## config.mk

```make
export PLATFORM = sky130hd
export DESIGN_NAME = sdram_cmd_sequencer
export DESIGN_NICKNAME = d
export VERILOG_FILES = /design/src/rtl/sdram_cmd_sequencer.sv
export SDC_FILE = /design/constraint.sdc
export NUM_CORES = 1
export LEC_CHECK = 0
export BUFFER_PORTS_ARGS = -buffer_cell sky130_fd_sc_hd__buf_4
export CAP_MARGIN = 20
export CELL_PAD_IN_SITES_DETAIL_PLACEMENT = 1
export CELL_PAD_IN_SITES_GLOBAL_PLACEMENT = 2
export CORE_ASPECT_RATIO = 0.5
export CORE_UTILIZATION = 36
export DETAILED_ROUTE_END_ITERATION = 8
export PLACE_DENSITY = 0.78
export SYNTH_ARGS = -nofsm -noshare
export SYNTH_HDL_FRONTEND = slang
export SYNTH_SLANG_ARGS = --single-unit
```

## constraint.sdc

```tcl
create_clock -name pclk -period 4.75 [get_ports pclk]
set_clock_uncertainty 0.05 [all_clocks]
set_input_delay 0.7125 -clock pclk [delete_from_list [all_inputs] [get_ports pclk]]
set_output_delay 0.7125 -clock pclk [all_outputs]
set_load 0.1 [all_outputs]
```

## src/rtl/sdram_cmd_sequencer.sv

```systemverilog
// sdram_cmd_sequencer: SDRAM init, refresh and closed-page access sequencer; req_*/rsp_* word port in, registered sd_* pin drive out
module sdram_cmd_sequencer #(
  parameter int DATA_W = 16,
  parameter int T_RCD = 2,
  parameter int T_RP = 2,
  parameter int T_WR = 2,
  parameter int T_RFC = 7,
  parameter int CAS_LAT = 2,
  parameter int REF_INTERVAL = 780,
  parameter int INIT_WAIT = 20000
) (
  input  logic pclk,
  input  logic preset,
  input  logic req_valid,
  output logic req_ready,
  input  logic req_write,
  input  logic [23:0] req_addr,
  input  logic [DATA_W-1:0] req_wdata,
  output logic rsp_valid,
  output logic [DATA_W-1:0] rsp_rdata,
  output logic init_done,
  output logic sd_cke,
  output logic [3:0] sd_cmd,
  output logic [1:0] sd_ba,
  output logic [12:0] sd_addr,
  output logic [DATA_W-1:0] sd_dq_out,
  output logic sd_dq_oe,
  input  logic [DATA_W-1:0] sd_dq_in
);
  localparam logic [3:0] NOP = 4'b0111, ACT = 4'b0011, RD = 4'b0101, WR = 4'b0100;
  localparam logic [3:0] PRE = 4'b0010, REF = 4'b0001, MRS = 4'b0000;
  localparam int CW = 16;
  localparam int RW = $clog2(REF_INTERVAL);
  typedef enum logic [3:0] {
    ST_INIT_WAIT, ST_INIT_PRE, ST_INIT_REF1, ST_INIT_REF2, ST_INIT_MRS,
    ST_IDLE, ST_ACTIVATE, ST_RW, ST_RD_WAIT, ST_PRECHARGE, ST_REFRESH
  } state_t;
  state_t state;
  logic [CW-1:0] cnt;
  logic [RW-1:0] ref_cnt;
  logic ref_pending, wr_l, expire;
  logic [23:0] addr_l;
  logic [DATA_W-1:0] wdata_l;
  assign expire = init_done && (ref_cnt == RW'(REF_INTERVAL - 1));
  always_ff @(posedge pclk or posedge preset)
    if (preset) begin
      state <= ST_INIT_WAIT;
      cnt <= CW'(INIT_WAIT);
      ref_cnt <= '0;
      ref_pending <= 1'b0;
      wr_l <= 1'b0;
      addr_l <= '0;
      wdata_l <= '0;
      sd_cke <= 1'b0;
      sd_cmd <= 4'b1111;
      sd_ba <= '0;
      sd_addr <= '0;
      sd_dq_out <= '0;
      sd_dq_oe <= 1'b0;
      req_ready <= 1'b0;
      rsp_valid <= 1'b0;
      rsp_rdata <= '0;
      init_done <= 1'b0;
    end else begin
      sd_cke <= 1'b1;
      sd_cmd <= NOP;
      sd_dq_out <= '0;
      sd_dq_oe <= 1'b0;
      rsp_valid <= 1'b0;
      req_ready <= 1'b0;
      if (cnt != '0) cnt <= cnt - CW'(1);
      ref_cnt <= (!init_done || expire) ? '0 : ref_cnt + RW'(1);
      if (expire) ref_pending <= 1'b1;
      case (state)
        ST_INIT_WAIT: if (cnt == '0) begin
          sd_cmd <= PRE;
          sd_addr <= 13'h400;
          cnt <= CW'(T_RP - 1);
          state <= ST_INIT_PRE;
        end
        ST_INIT_PRE: if (cnt == '0) begin
          sd_cmd <= REF;
          cnt <= CW'(T_RFC - 1);
          state <= ST_INIT_REF1;
        end
        ST_INIT_REF1: if (cnt == '0) begin
          sd_cmd <= REF;
          cnt <= CW'(T_RFC - 1);
          state <= ST_INIT_REF2;
        end
        ST_INIT_REF2: if (cnt == '0) begin
          sd_cmd <= MRS;
          sd_ba <= '0;
          sd_addr <= {3'b0, 1'b0, 2'b0, 3'(CAS_LAT), 1'b0, 3'b000};
          cnt <= CW'(1);
          state <= ST_INIT_MRS;
        end
        ST_INIT_MRS: if (cnt == '0) begin
          init_done <= 1'b1;
          req_ready <= 1'b1;
          state <= ST_IDLE;
        end
        ST_IDLE, ST_PRECHARGE, ST_REFRESH: if (cnt == '0) begin
          if (ref_pending) begin
            sd_cmd <= REF;
            ref_pending <= expire;
            cnt <= CW'(T_RFC - 1);
            state <= ST_REFRESH;
          end else if (req_valid && req_ready) begin
            wr_l <= req_write;
            addr_l <= req_addr;
            wdata_l <= req_wdata;
            state <= ST_ACTIVATE;
          end else begin
            req_ready <= !expire;
            state <= ST_IDLE;
          end
        end
        ST_ACTIVATE: begin
          sd_cmd <= ACT;
          sd_ba <= addr_l[23:22];
          sd_addr <= addr_l[21:9];
          cnt <= CW'(T_RCD - 1);
          state <= ST_RW;
        end
        ST_RW: if (cnt == '0) begin
          sd_cmd <= wr_l ? WR : RD;
          sd_ba <= addr_l[23:22];
          sd_addr <= {4'b0, addr_l[8:0]};
          sd_dq_oe <= wr_l;
          if (wr_l) sd_dq_out <= wdata_l;
          cnt <= wr_l ? CW'(T_WR - 1) : CW'(CAS_LAT);
          state <= ST_RD_WAIT;
        end
        ST_RD_WAIT: if (cnt == '0) begin
          rsp_valid <= !wr_l;
          if (!wr_l) rsp_rdata <= sd_dq_in;
          sd_cmd <= PRE;
          sd_addr <= 13'h400;
          cnt <= CW'(T_RP - 1);
          state <= ST_PRECHARGE;
        end
        default: state <= ST_INIT_WAIT;
      endcase
    end
endmodule
```

Word-level counts from Yosys, hierarchy flattened --
Index checks and enable logic that the tools add are counted. Widths: inputs -> output; s select.
Storage, ports and cells: word-level logic and storage cells 113, register bits 128, bits of input ports 60
Cells by class: mux-type cells 51, reduce and logical (&&, ||, !) cells 21, bitwise logic cells 2, eq/ne operators 20, add/subtract/negate cells 2
Operators with widths (count):
- $mux 16 | 9
- $pmux 16 s5 | 1
- $pmux 13 s4 | 1
- $mux 13 | 3
- $mux 4 | 9
- $pmux 4 s9 | 1
- $pmux 3 s6 | 1
- $eq 4x3->1 const B | 4
- $logic_not 16->1 | 1
- $ne 2x2->1 const B | 8
- $reduce_bool 16->1 | 1
- $sub 16x1->16 const B | 1
- $mux 3 | 5
- $mux 1 | 13
- $eq 4x4->1 const B | 3
- $add 10x1->10 const B | 1
- $eq 10x10->1 const B | 1
- $mux 10 | 1
- $mux 2 | 5
- $eq 4x2->1 const B | 2
- $reduce_and 4->1 | 2
- $reduce_and 8->1 | 1
- $pmux 2 s3 | 1
- $reduce_and 3->1 | 2
- 13 further kinds | 19

Depth between registers and ports, before layout --
Gate-level depths: netlist of run 1.
depth in word-level cells 7, depth in mapped cells 12

Worst setup path after synthesis of run 1 --
OpenSTA, ideal clock, no wires.
path kind flip-flop to flip-flop, start register cnt[0], end register cnt[0], cell stages (with the launch flop) 13, buffers on the path 1, path slack 2.332 ns, data required time 4.567 ns, library setup time 0.133 ns, arrival time 2.235 ns, path through dfrtp_1 -> inv_1 -> ha_1 -> nor4b_1 -> and4b_1 -> inv_2 -> clkbuf_1 -> ha_1 -> nor2_1 -> o21ai_0 -> o311ai_0 -> o31ai_1 -> o21ai_0
On the way: word-level cells in the longest chain between the ends 5, elaborated cells between the ends (all ways) 10, those cells by class add/sub (1); mux (7); reduce/logical (2)
Ends and longest elaborated chain:
- start, declared | line 39 | logic [CW-1:0] cnt;
- start signal, assigned | line 48 | cnt <= CW'(INIT_WAIT);
- start signal, assigned | line 71 | if (cnt != '0) cnt <= cnt - CW'(1);
- start signal, assigned | line 78 | cnt <= CW'(T_RP - 1);
- $sub 16x1->16 or $reduce_bool 16->1 (tied branches) | line 71
- $mux 16 | line 71
- $mux 16 | line 104 | if (ref_pending) begin
- $mux 16 | line 103 | ST_IDLE, ST_PRECHARGE, ST_REFRESH: if (cnt == '0) begin
- $pmux 16 s5 * | line 74 | case (state)
Every way passes the cells marked *; elsewhere a longest branch is shown, timed or not. A chain may end at the register's enable or synchronous reset.

Worst setup path after layout of run 1 --
start register cnt[0], end register wdata_l[9]
On the way: word-level cells in the longest chain between the ends 2
Ends and longest elaborated chain:
- $logic_not 16->1 | line 103
- $reduce_and 4->1 (no line)
- end signal, assigned | line 112 | wdata_l <= req_wdata;
- end, declared | line 43 | logic [DATA_W-1:0] wdata_l;
Every way passes these cells.

==> metrics.md, run 1 <==
| Metric | Value |
|---|---|
| Max Cap Viol | 0 |
| Reg area | about 3200 sq um |
| Proportion of synthesized area in mux cells | between 10% and 20% |
| Number of synthesized flops with an enable pin | 0 |
| Clock Sinks | between 100 and 150 |
| Layout fillers | about 1.5k |
| Area of the multi-input gates | between 2000 and 2500 sq um |
| CP endpoint kind | flop |
| Die Span Y | 89.45 microns |
| Main combinational cell family by area after synthesis | simple AND/OR/NAND/NOR gates |
| Simple-gate share of the synthesized area | about an eighth |
| Hold Slack | roughly 0.34 ns |
| Synth Area in Adders | under 10% |
| CTS Buf Count | 17 |
| Post-cts sizing count | 0 |
| Layout Nets | around 630 |
| R2r worst-path depth | 8 |
| Detailed-route via count | 3909 |
| TritonCTS clock tree | built |
| Mapped Area | about 5500 sq um |
| Slew HR | 25.76% |
| Clk network pwr share | a little over two fifths |
| Cells after synthesis | between 400 and 500 |
| HP Class | input port to async pin |
| GP Congestion | 0.7724 |
| Power per cell area | between 400 and 500 nW/um^2 |
| Final hold violations | 0 |
| LEAKAGE | 3.396 nW |
| Slew @ Worst Pin | 1.112 ns |
| Pre-CTS WS | roughly 1.8 ns |
| Total Power | between 3 and 4 mW |
| Largest net degree at the start of global routing | 53 |
| P_sw | around 1 mW |
| Final Max Tran Viols | 0 |
| Status | finished clean |
| H-tree depth | 4 |
| Die W | around 180 microns |
| Post-CTS Hold Buffers | 0 |
| DR pass1 iterations | 4 |
| CP Data Required Time | around 5 ns |
| Setup TNS | 0 ns |
| DR vias/cell | 5.024 |
| Clock buffer depth | 2 |
| WS Path Type | flop to flop |
| Switch share | roughly 30% |
| Post-synth ARST share | 100.0% |
| Reg power frac | about 39% |
| Overall routing resource usage | between 10% and 20% |
| Post CTS Setup Buffer Count | 0 |
| Synthesis warning total | 0 |
| CP max FO | just over 40 |
| Clock root cell | clkbuf_16 |
| Drt initial violations | around 210 |
| Area Growth Syn to Fin | 30.89% |
| Final min period | 2.992 ns |
| Starting Density | between 30 and 40% |
| Ys flop type | dfrtp_1 |
| Crit path DAT | roughly 3.2 ns |
| Core area | around 15000 sq um |
| Compound-gate portion of the synthesized area | between 10% and 20% |
| Grt ovf | 0 |
| Die area | ~16000 sq um |
| Critical R2R Launch | cnt[0]$_DFF_PP0_ |
| IO Count | between 100 and 150 |
| Clk slew on worst S/H paths | 0.06 ns |
| RSZ-0062 raised after global routing | false |
| Initial antenna violation count | 0 |
| Register area share after synthesis | between 50% and 60% |
| I/O Buffers | about 120 |
| Antenna Cells | 0 |
| Post-Syn Nets | 515 |
| Placed wire-length estimate | 8799 microns |
| Clock insertion delay at the later pin of the skew report | slightly above 0.4 ns |
| CP startpoint kind | flop |
| Synth Area in XOR/XNOR | under 10% |
| DR WL/cell | 16.87 microns |
| Final worst-path cycle share | between 60 and 70% |
| DR DRC count | 0 |
| Peak supply drop | about 0.22 mV |
| Mean Syn Cell Area | about 12 sq um |
| Endpoints failing setup | 0 |
| First-pass GRT wire length | around 22000 microns |
| Vias in the first global route | 4201 |
| Fmax | 334.2 MHz |
| #FFs+latches synth | about 130 |
| Setup slack after layout | around 1.8 ns |
| Post-route antenna net violation count | 0 |
| Reg2reg setup slack | between 1.5 and 2 ns |
| Gate power share | between 10% and 20% |
| Pint | about 2.4 mW |
| DRT Wirelength | between 10000 and 15000 microns |
| Yosys cell types | 57 |
| Row count | 31 |
| R2r endpoint | wdata_l[9]$_DFFE_PP0P_ |
| Layout cells sized above 1 | between 30 and 40% |
==> area by class of cell <==
| cell class | instances | area share [%] |
|---|---|---|
| Sequential cell | 128 | 44.61 |
| Multi-Input combinational cell | 288 | 29.59 |
| Timing Repair Buffer | 122 | 12.68 |
| Clock buffer | 18 | 5.956 |
| Tap cell | 198 | 3.438 |
| Clock inverter | 14 | 3.178 |
| Inverter | 10 | 0.5557 |
==> power groups by stage <==
stage | combinational (mW) | clock (mW) | sequential (mW)
2_1_floorplan | 0.264 | 0 | 1.54
3_3_place_gp | 0.615 | 0 | 1.35
3_5_place_dp | 0.623 | 0 | 1.35
4_1_cts | 0.627 | 1.50 | 1.34
5_1_grt | 0.682 | 1.54 | 1.36
6_report | 0.622 | 1.47 | 1.33
==> per-stage QoR <==
step | cell area, sq um | util (%) | cells
2_1_floorplan | 5505 | - | 450
3_3_place_gp | 6543 | 44.51 | 745
3_5_place_dp | 6543 | 44.51 | 745
4_1_cts | 7201 | 48.98 | 777
5_1_grt | 7206 | 49.02 | 778
6_report | 7206 | 49.02 | 778
==> metal layers <==
metal / up-vias / global-route usage, % / routed length (microns)
met4: 0 / 6.191 / 111
met3: 9 / 5.442 / 607
met5: - / 0 / 0
li1: 1825 / - / -
met2: 70 / 28.63 / 6333
met1: 2005 / 23.97 / 6075
==> cells by family after synthesis <==
family,Yosys count
compound gates,78
xor+xnor,22
fa+ha+maj,5
buf+inv,34
flops,128
mux,57
other cells,2
simple gates,124
==> worst max path at each step <==
stage                                    start                      to  slack (ns)  cells past startpoint
after floorplan                         preset   addr_l[0]$_DFFE_PP0P_        0.59                      1
after global placement    state[0]$_DFFE_PP0P_        cnt[0]$_DFF_PP0_        1.80                      5
after detailed placement  state[1]$_DFFE_PP0P_        cnt[0]$_DFF_PP0_        1.80                      5
after CTS                 state[1]$_DFFE_PP0P_        cnt[0]$_DFF_PP0_        1.76                      5
after global routing      state[0]$_DFFE_PP0P_        cnt[0]$_DFF_PP0_        1.50                      5
final                         cnt[0]$_DFF_PP0_  wdata_l[9]$_DFFE_PP0P_        1.76                      8
==> placed cells by master (no fill, tap or decap), drive strengths merged, types with 6 or more instances in the layout <==
cell | Yosys | final
nor4 | 6 | 6
a21oi | 12 | 12
a22o | 6 | 6
o2bb2ai | 8 | 8
a22oi | 12 | 12
nor2 | 39 | 39
o21ai | 13 | 13
dfrtp | 119 | 119
xor2 | 13 | 13
dfstp | 9 | 9
inv | 10 | 14
xnor2 | 9 | 9
buf | 10 | 121
clkbuf | 14 | 19
nand2 | 18 | 18
nor3 | 8 | 8
mux2 | 57 | 57
and2 | 18 | 18
==> state kept, by name, indices dropped and copies added, names as in the netlist <==
| register | cells |
|---|---|
| sd_dq_oe | 1 |
| rsp_rdata | 16 |
| rsp_valid | 1 |
| wr_l | 1 |
| sd_cmd | 4 |
| cnt | 16 |
| sd_dq_out | 16 |
| wdata_l | 16 |
| sd_cke | 1 |
| ref_cnt | 10 |
| state | 4 |
| req_ready | 1 |
| sd_addr | 13 |
| init_done | 1 |
| addr_l | 24 |
| sd_ba | 2 |
| ref_pending | 1 |
==> cells in the mapped netlist, types with 4 or more instances <==
cell type,n,area [sq um]
nor3_1,8,40.04
nor2_1,39,146.4
dfstp_2,9,236.5
xnor2_1,9,78.83
a21oi_1,12,60.06
inv_1,9,33.78
dfrtp_1,119,2978
and3_1,5,31.28
mux2_1,40,450.4
nand2_1,18,67.56
buf_6,4,45.04
a22o_1,6,52.55
nor2b_1,4,25.02
nand3_1,5,25.02
xor2_1,13,113.9
clkbuf_1,14,52.55
buf_2,5,25.02
o21ai_0,13,65.06
ha_1,5,62.56
nor4_1,5,31.28
and2_1,18,112.6
o2bb2ai_1,8,70.07
a22oi_1,12,90.09
mux2_2,17,191.4
==> critical path: stages (launching register included) <==
cell and delay (ns):
dfrtp_1 0.43, inv_1 0.12, ha_1 0.15, nor4b_1 0.37, and4b_1 0.31, inv_2 0.22
nor4_4 0.30, buf_4 0.51, mux2_1 0.38
Power figures use the tool's default switching activity.
==> run 2, diff against run 1 <==
--- a/config.mk
+++ b/config.mk
@@ -5,14 +5,15 @@
 export SDC_FILE = /design/constraint.sdc
 export NUM_CORES = 1
 export LEC_CHECK = 0
+export ABC_AREA = 1
 export BUFFER_PORTS_ARGS = -buffer_cell sky130_fd_sc_hd__buf_4
 export CAP_MARGIN = 20
 export CELL_PAD_IN_SITES_DETAIL_PLACEMENT = 1
 export CELL_PAD_IN_SITES_GLOBAL_PLACEMENT = 2
 export CORE_ASPECT_RATIO = 0.5
-export CORE_UTILIZATION = 36
+export CORE_UTILIZATION = 29
 export DETAILED_ROUTE_END_ITERATION = 8
-export PLACE_DENSITY = 0.78
+export PLACE_DENSITY = 0.73
 export SYNTH_ARGS = -nofsm -noshare
 export SYNTH_HDL_FRONTEND = slang
 export SYNTH_SLANG_ARGS = --single-unit
==> constraint.sdc (replaced) <==
create_clock -name pclk -period 2.7 [get_ports pclk]
set_clock_uncertainty 0.05 [all_clocks]
set_input_delay 0.405 -clock pclk [delete_from_list [all_inputs] [get_ports pclk]]
set_output_delay 0.405 -clock pclk [all_outputs]
set_load 0.1 [all_outputs]
==> run 2 against run 1 <==
Synthesized cell count increased by 47%. Register-to-register slack got worse by 1.5 ns. Highest routed layer unchanged. Hold slack got worse by 0.21 ns.
==> metrics.md, run 2 <==
| Metric | Value |
|---|---|
| Post CTS Setup Buffer Count | 0 (unchanged) |
| Most common library cell in the layout ignoring fill and taps | nand2_1 (was buf_4) |
| Final worst-path cycle share | 91.80% (was 62.99%) |
| Antenna Cells | 0 (unchanged) |
| Compound-gate portion of the synthesized area | 8.950% (was 10.05%) |
| Final core occ | 39.82% (was 49.02%) |
| Critical R2R Launch | cnt[0]$_DFF_PP0_ (unchanged) |
| Register area share after synthesis | 56.77% (was 58.39%) |
| Clock insertion delay at the later pin of the skew report | 0.42 ns (was 0.41 ns) |
| Number of synthesized flops with an enable pin | 0 (unchanged) |
| Clock buffer depth | 2 (unchanged) |
| Layout cells sized above 1 | 23.93% (was 32.24%) |
| #FFs+latches synth | 128 (unchanged) |
| Post-synth ARST share | 100.0% (unchanged) |
| Area Growth Syn to Fin | 31.82% (was 30.89%) |
| Most common cell in the netlist | nand2_1 (was dfrtp_1) |
| Largest net degree at the start of global routing | 129 (was 53) |
| Synthesis warning total | 0 (unchanged) |
| Synth Area in Adders | 1.105% (was 1.136%) |
| Die area | 20120 sq um (was 15820 sq um) |
| Proportion of synthesized area in mux cells | 0% (was 11.66%) |
| TritonCTS clock tree | built (unchanged) |
| DR pass1 iterations | 4 (unchanged) |
| Most Crowded Layer GR | met2 (unchanged) |
| Synth cell count leaders | 174 x nand2_1, 119 x dfrtp_1, 93 x nor2_1 (was 119 x dfrtp_1, 40 x mux2_1, 39 x nor2_1) |
| Peak supply drop | 0.4882 mV (was 0.2190 mV) |
| Final hold violations | 0 (unchanged) |
| DR DRC count | 0 (unchanged) |
| Die W | 199.6 microns (was 176.9 microns) |
| CP startpoint kind | flop (unchanged) |
| Met2 usage in global routing | 26.47% (was 28.63%) |
| DR WL/cell | 14.78 microns (was 16.87 microns) |
| CP max FO | 9 (was 41) |
| Final min period | 2.479 ns (was 2.992 ns) |
| Post-cts sizing count | 0 (unchanged) |
| Max reg flops | 24 (unchanged) |
| Top cell type by total area after synthesis | dfrtp_1 (unchanged) |
| Met3 Usage GRT | 5.152% (was 5.442%) |
| HP Class | input port to flop (was input port to async pin) |
| Area of the multi-input gates | 2027 sq um (was 2132 sq um) |
| CP endpoint kind | flop (unchanged) |
| Clk slew on worst S/H paths | 0.06 ns (about the same) |
| Worst hold stages | 3 |
| Reg2reg setup slack | 0.22 ns (was 1.76 ns) |
| Clock root cell | clkbuf_16 (unchanged) |
| Ys flop type | dfrtp_1 (unchanged) |
| Origin of the worst min-delay path | sd_dq_in[11] |
| Crit path DAT | 2.73 ns (was 3.23 ns) |
| Placed wire-length estimate | 11060 microns (was 8799 microns) |
| Mapped Area | 5662 sq um (was 5505 sq um) |
| Fmax | 403.4 MHz (was 334.2 MHz) |
| Max Cap Viol | 0 (unchanged) |
| CTS Buf Count | 17 (unchanged) |
| Post-CTS Hold Buffers | 0 (unchanged) |
| First-pass GRT wire length | 26610 microns (was 21880 microns) |
| Power per cell area | 1113 nW/um^2 (was 474.9 nW/um^2) |
| Grt ovf | 0 (unchanged) |
| Status | finished clean (unchanged) |
| RSZ-0062 raised after global routing | false (unchanged) |
| Mean Syn Cell Area | 8.578 sq um (was 12.23 sq um) |
| Slew HR | 52.64% (was 25.76%) |
| DR vias/cell | 4.387 (was 5.024) |
| Initial antenna violation count | 0 (unchanged) |
| Area contributors post-synth | dfrtp_1 53%, nand2_1 12%, nor2_1 6.2% (was dfrtp_1 54%, mux2_1 8.2%, dfstp_2 4.3%) |
| Most frequent cells in the layout | 174 x nand2_1, 123 x buf_4, 119 x dfrtp_1, 93 x nor2_1, 76 x inv_1 (was 121 x buf_4, 119 x dfrtp_1, 40 x mux2_1, 39 x nor2_1) |
| Setup TNS | 0 ns (unchanged) |
| Detailed-route via count | 4637 (was 3909) |
| Hold EP | rsp_rdata[11]$_DFFE_PP0P_ |
| Post-route antenna net violation count | 0 (unchanged) |
| Top reg by flops | addr_l (unchanged) |
| Endpoints failing setup | 0 (unchanged) |
| Vias in the first global route | 5041 (was 4201) |
| Main combinational cell family by area after synthesis | simple AND/OR/NAND/NOR gates (unchanged) |
| GR Util met1 | 23.78% (was 23.97%) |
| Drt initial violations | 190 (was 207) |
| Cells after synthesis | 660 (was 450) |
| LEAKAGE | 3.925 nW (was 3.396 nW) |
| R2r worst-path depth | 9 (was 8) |
| Overall routing resource usage | 17.37% (was 18.13%) |
| Slew @ Worst Pin | 0.7104 ns (was 1.112 ns) |
| Layout Nets | 850 (was 632) |
| Synth Area in XOR/XNOR | 1.547% (was 3.500%) |
| Clock Sinks | 128 (unchanged) |
| Top cell type's share of synthesized area | 52.60% (was 54.09%) |
| Starting Density | 30.21% (was 37.45%) |
| Core area | 18740 sq um (was 14700 sq um) |
| CP Data Required Time | 2.95 ns (was 4.99 ns) |
| Post-Syn Nets | 725 (was 515) |
| Simple-gate share of the synthesized area | 24.07% (was 12.16%) |
| Layout fillers | 2240 (was 1534) |
| Die Span Y | 100.8 microns (was 89.45 microns) |
| GP Congestion | 0.7947 (was 0.7724) |
| R2r endpoint | cnt[3]$_DFF_PP0_ (was wdata_l[9]$_DFFE_PP0P_) |
| Row count | 35 (was 31) |
| Reg area | 3214 sq um (unchanged) |
| H-tree depth | 4 (unchanged) |
| DRT Wirelength | 15620 microns (was 13130 microns) |
| I/O Buffers | 115 (unchanged) |
| IO Count | 116 (unchanged) |
| Total Power | 8.305 mW (was 3.422 mW) |
| Yosys cell types | 36 (was 57) |
| WS Path Type | flop to flop (unchanged) |
| Final Max Tran Viols | 0 (unchanged) |
-- run 2: worst max-delay path by stage --
stage	startpoint	endpoint	cells past startpoint
2_1_floorplan	preset	addr_l[0]$_DFFE_PP0P_	1
3_3_place_gp	cnt[0]$_DFF_PP0_	cnt[3]$_DFF_PP0_	9
3_5_place_dp	cnt[0]$_DFF_PP0_	cnt[3]$_DFF_PP0_	9
4_1_cts	cnt[0]$_DFF_PP0_	cnt[3]$_DFF_PP0_	9
5_1_grt	cnt[0]$_DFF_PP0_	cnt[3]$_DFF_PP0_	9
6_report	cnt[0]$_DFF_PP0_	cnt[3]$_DFF_PP0_	9
-- run 2: worst max-delay path, stage by stage, from the launching register on --
cell	delay [ns]
dfrtp_1	0.40
inv_1	0.19
ha_1	0.22
nand2_1	0.06
nor2_1	0.27
nand2_2	0.22
o21ai_0	0.52
nand4_1	0.26
nand2_1	0.12
inv_1	0.04
-- run 2: kinds of logic (layout without fill, tap and decap cells) --
logic type / Yosys count / count (layout)
AND/OR/NAND/NOR: 325 / 325
flip-flops: 128 / 128
buffers and inverters: 103 / 241
AO/OA/AOI/OAI: 87 / 87
XOR/XNOR: 10 / 10
adder cells (fa/ha/maj): 5 / 5
other: 2 / 2
-- run 2: area by class of cell --
type | instances | area share, %
clock buffers | 20 | 6.119
repair buffers | 125 | 12.91
well taps | 259 | 4.342
inverters | 84 | 4.292
multi-input cells | 429 | 27.16
clock inverters | 12 | 2.112
flip-flops and latches | 128 | 43.07
-- run 2: report_power, final --
group	switching [mW]	internal [mW]	leakage (nW)
logic	2.49	0.898	2.10
registers	0.249	2.26	1.53
clock network	0.900	1.51	0.293
total	3.64	4.67	3.93
-- run 2: stage by stage --
| stage | hold WS (ns) | cell area [sq um] | instances | setup slack (ns) |
|---|---|---|---|---|
| final | 0.1306 | 7463 | 1057 | 0.2214 |
| after global routing | 0.1148 | 7463 | 1057 | 0.09150 |
| after CTS | 0.1073 | 7463 | 1057 | 0.2651 |
| after detailed placement | 0.4132 | 6849 | 1025 | 0.2884 |
| after global placement | 0.4083 | 6849 | 1025 | 0.3613 |
| after floorplan | 0.3829 | 5665 | 660 | 0.6711 |
-- run 2: routing by layer --
layer / share of wire, % / up-vias
li1: - / 2321
met5: 0 / -
met4: 1.1 / 0
met3: 4.4 / 12
met2: 45 / 70
met1: 50 / 2234
==> run 3, diff against run 2 <==
--- a/config.mk
+++ b/config.mk
@@ -5,13 +5,13 @@
 export SDC_FILE = /design/constraint.sdc
 export NUM_CORES = 1
 export LEC_CHECK = 0
-export ABC_AREA = 1
+export ABC_AREA = 0
 export BUFFER_PORTS_ARGS = -buffer_cell sky130_fd_sc_hd__buf_4
 export CAP_MARGIN = 20
 export CELL_PAD_IN_SITES_DETAIL_PLACEMENT = 1
 export CELL_PAD_IN_SITES_GLOBAL_PLACEMENT = 2
 export CORE_ASPECT_RATIO = 0.5
-export CORE_UTILIZATION = 29
+export CORE_UTILIZATION = 32
 export DETAILED_ROUTE_END_ITERATION = 8
 export PLACE_DENSITY = 0.73
 export SYNTH_ARGS = -nofsm -noshare
==> run 3 against run 2 <==
Hold slack better by 0.0089 ns. Combinational power fell by 66%. Global-route usage is 1.1 points lower. Critical path depth fell by 3. Sequential cell count unchanged. Worst setup slack worse by 0.051 ns. Clock power is 2% lower. Final area down 1.6%. Final cell count shrank 22%. Non-clock buffer count rose by 13. Critical path type unchanged. Highest routed layer unchanged.
==> metrics.md, run 3 (synthesis results as in run 1) <==
| Metric | Value |
|---|---|
| Status | finished clean (unchanged) |
| Most frequent cells in the layout | 136 x buf_4, 119 x dfrtp_1, 40 x mux2_1, 39 x nor2_1 (was 174 x nand2_1, 123 x buf_4, 119 x dfrtp_1, 93 x nor2_1, 76 x inv_1) |
| Row count | 33 (was 35) |
| Post-CTS Hold Buffers | 0 (unchanged) |
| Clock buffer depth | 2 (unchanged) |
| Met2 WL | 6525 microns (was 7013 microns) |
| Post-Route M1 WL | 6301 microns (was 7750 microns) |
| Placed Instances | 791 (was 1025) |
| Placed wire-length estimate | 9084 microns (was 11060 microns) |
| Post-DP Area | 6728 sq um (was 6849 sq um) |
| Fmax | 395.3 MHz (was 403.4 MHz) |
| Top reg by flops | addr_l (unchanged) |
| Top Family by Delay on Critical Path | simple AND/OR/NAND/NOR gates (unchanged) |
| Critical-path cell list | or4_4, and4b_2, inv_2, nor4_4, buf_12, mux2_1 (was inv_1, ha_1, nand2_1, nor2_1, nand2_2, o21ai_0, nand4_1, nand2_1, inv_1) |
| Max Cap Viol | 0 (unchanged) |
| Overall routing resource usage | 16.25% (was 17.37%) |
| Slew @ Worst Pin | 0.7774 ns (was 0.7104 ns) |
| CP endpoint kind | flop (unchanged) |
| CP startpoint kind | flop (unchanged) |
| R2r worst-path depth | 6 (was 9) |
| Largest net degree at the start of global routing | 129 (unchanged) |
| TritonCTS clock tree | built (unchanged) |
| Power per cell area | 797.2 nW/um^2 (was 1113 nW/um^2) |
| CP max FO | 41 (was 9) |
| Final Max Tran Viols | 0 (unchanged) |
| Crit path DAT | 2.77 ns (was 2.73 ns) |
| First-pass GRT wire length | 22310 microns (was 26610 microns) |
| CP Data Required Time | 2.94 ns (was 2.95 ns) |
| Final min period | 2.530 ns (was 2.479 ns) |
| Drt initial violations | 144 (was 190) |
| Layout Nets | 648 (was 850) |
| R2r endpoint | addr_l[19]$_DFFE_PP0P_ (was cnt[3]$_DFF_PP0_) |
| Die W | 187.5 microns (was 199.6 microns) |
| Antenna Cells | 0 (unchanged) |
| HP Class | input port to async pin (was input port to flop) |
| LEAKAGE | 3.476 nW (was 3.925 nW) |
| IO Count | 116 (unchanged) |
| Metal3 WL | 465 microns (was 690 microns) |
| WS Path Type | flop to flop (unchanged) |
| Cell area after layout | 7341 sq um (was 7463 sq um) |
| Hold Slack | 0.1395 ns (was 0.1306 ns) |
| Total Power | 5.852 mW (was 8.305 mW) |
| Max reg flops | 24 (unchanged) |
| Clock root cell | clkbuf_16 (unchanged) |
| DR DRC count | 0 (unchanged) |
| Area Growth Syn to Fin | 33.34% (was 31.82%) |
| CTS Buf Count | 17 (unchanged) |
| Setup TNS | 0 ns (unchanged) |
| Clock Sinks | 128 (unchanged) |
| Max incr delay on CP | 0.57 ns (was 0.52 ns) |
| Starting Density | 33.17% (was 30.21%) |
| DRT Wirelength | 13420 microns (was 15620 microns) |
| H-tree depth | 4 (unchanged) |
| Slowest-stage cell, CP | or4_4 (was o21ai_0) |
| Post-route antenna net violation count | 0 (unchanged) |
| DR vias/cell | 4.742 (was 4.387) |
| Grt ovf | 0 (unchanged) |
| Peak supply drop | 0.4219 mV (was 0.4882 mV) |
| Die Span Y | 94.75 microns (was 100.8 microns) |
| I/O Buffers | 115 (unchanged) |
| Slew HR | 47.98% (was 52.64%) |
| Vias in the first global route | 4246 (was 5041) |
| Initial antenna violation count | 0 (unchanged) |
| Clock insertion delay at the later pin of the skew report | 0.42 ns (about the same) |
| Detailed-route via count | 3903 (was 4637) |
| Layout cells sized above 1 | 34.40% (was 23.93%) |
| Most common library cell in the layout ignoring fill and taps | buf_4 (was nand2_1) |
| Reg2reg setup slack | 0.17 ns (was 0.22 ns) |
| Endpoints failing setup | 0 (unchanged) |
| Final worst-path cycle share | 93.69% (was 91.80%) |
| Final hold violations | 0 (unchanged) |
| Non-filler cells, final | 823 (was 1057) |
| Critical R2R Launch | cnt[6]$_DFF_PP0_ (was cnt[0]$_DFF_PP0_) |
| DR pass1 iterations | 4 (unchanged) |
| Clk slew on worst S/H paths | 0.06 ns (about the same) |
| Core area | 16600 sq um (was 18740 sq um) |
| GP Congestion | 0.7428 (was 0.7947) |
| Top Layer Used | met4 (unchanged) |
| DR WL/cell | 16.31 microns (was 14.78 microns) |
| Die area | 17760 sq um (was 20120 sq um) |
| WP buf/inv | 2 (unchanged) |
## run 3: cell types whose count changed in the layout (fill, tap and decap cells not counted), moves of 8 or more
cell / before / now
a21oi_1: 27 / 12
a22oi_1: 0 / 12
and2_1: 0 / 18
buf_4: 123 / 136
inv_1: 76 / 8
mux2_1: 0 / 40
mux2_2: 0 / 17
nand2_1: 174 / 18
nand3_1: 31 / 5
nor2_1: 93 / 39
o21ai_1: 24 / 0
o2bb2ai_1: 0 / 8
xnor2_1: 1 / 9
## run 3: timing repair
item                                    CTS  global route
endpoints found under the setup margin    0            17
resized for setup                         0             3
buffers inserted                          0             0
## run 3: layout make-up
| cell class | count | area (sq um) |
|---|---|---|
| clock buffers | 17 | 425.4 |
| clock inverters | 15 | 171.4 |
| fillers | 1801 | 9258 |
| inverters | 10 | 41.29 |
| multi-input cells | 288 | 2143 |
| flip-flops and latches | 128 | 3214 |
| well taps | 227 | 284.0 |
| repair buffers | 138 | 1061 |
## run 3: power breakdown
part / leakage, nW / internal [mW] / switching (mW)
registers: 1.62 / 2.16 / 0.179
logic: 1.57 / 0.424 / 0.736
clock network: 0.286 / 1.39 / 0.960
## run 3: per-stage QoR
stage | util (%) | worst slack, ns
after floorplan | - | 0.2821
after global placement | 40.53 | 0.07318
after detailed placement | 40.53 | 0.04017
after CTS | 44.13 | 0.01752
after global routing | 44.23 | -0.006428
final | 44.23 | 0.1705
## run 3: worst max-delay path by stage
stage,to,slack [ns],cells after the start,start
2_1_floorplan,cnt[0]$_DFF_PP0_,0.28,12,cnt[0]$_DFF_PP0_
3_3_place_gp,rsp_rdata[13]$_DFFE_PP0P_,0.07,6,cnt[6]$_DFF_PP0_
3_5_place_dp,rsp_rdata[14]$_DFFE_PP0P_,0.04,6,cnt[6]$_DFF_PP0_
4_1_cts,rsp_rdata[14]$_DFFE_PP0P_,0.02,6,cnt[6]$_DFF_PP0_
5_1_grt,cnt[0]$_DFF_PP0_,-0.006,11,cnt[1]$_DFF_PP0_
6_report,addr_l[19]$_DFFE_PP0P_,0.17,6,cnt[6]$_DFF_PP0_
## run 3: per-layer routing
metal / up-vias / GRT usage (%)
met5: - / 0
met4: 0 / 6.233
met3: 11 / 4.051
met2: 56 / 26.05
met1: 1972 / 21.40
li1: 1864 / -
## run 3: tightest hold or removal path, delay by kind of cell
| kind | cells | cell delay, ns |
|---|---|---|
| buffers and inverters | 3 | 0.69 |
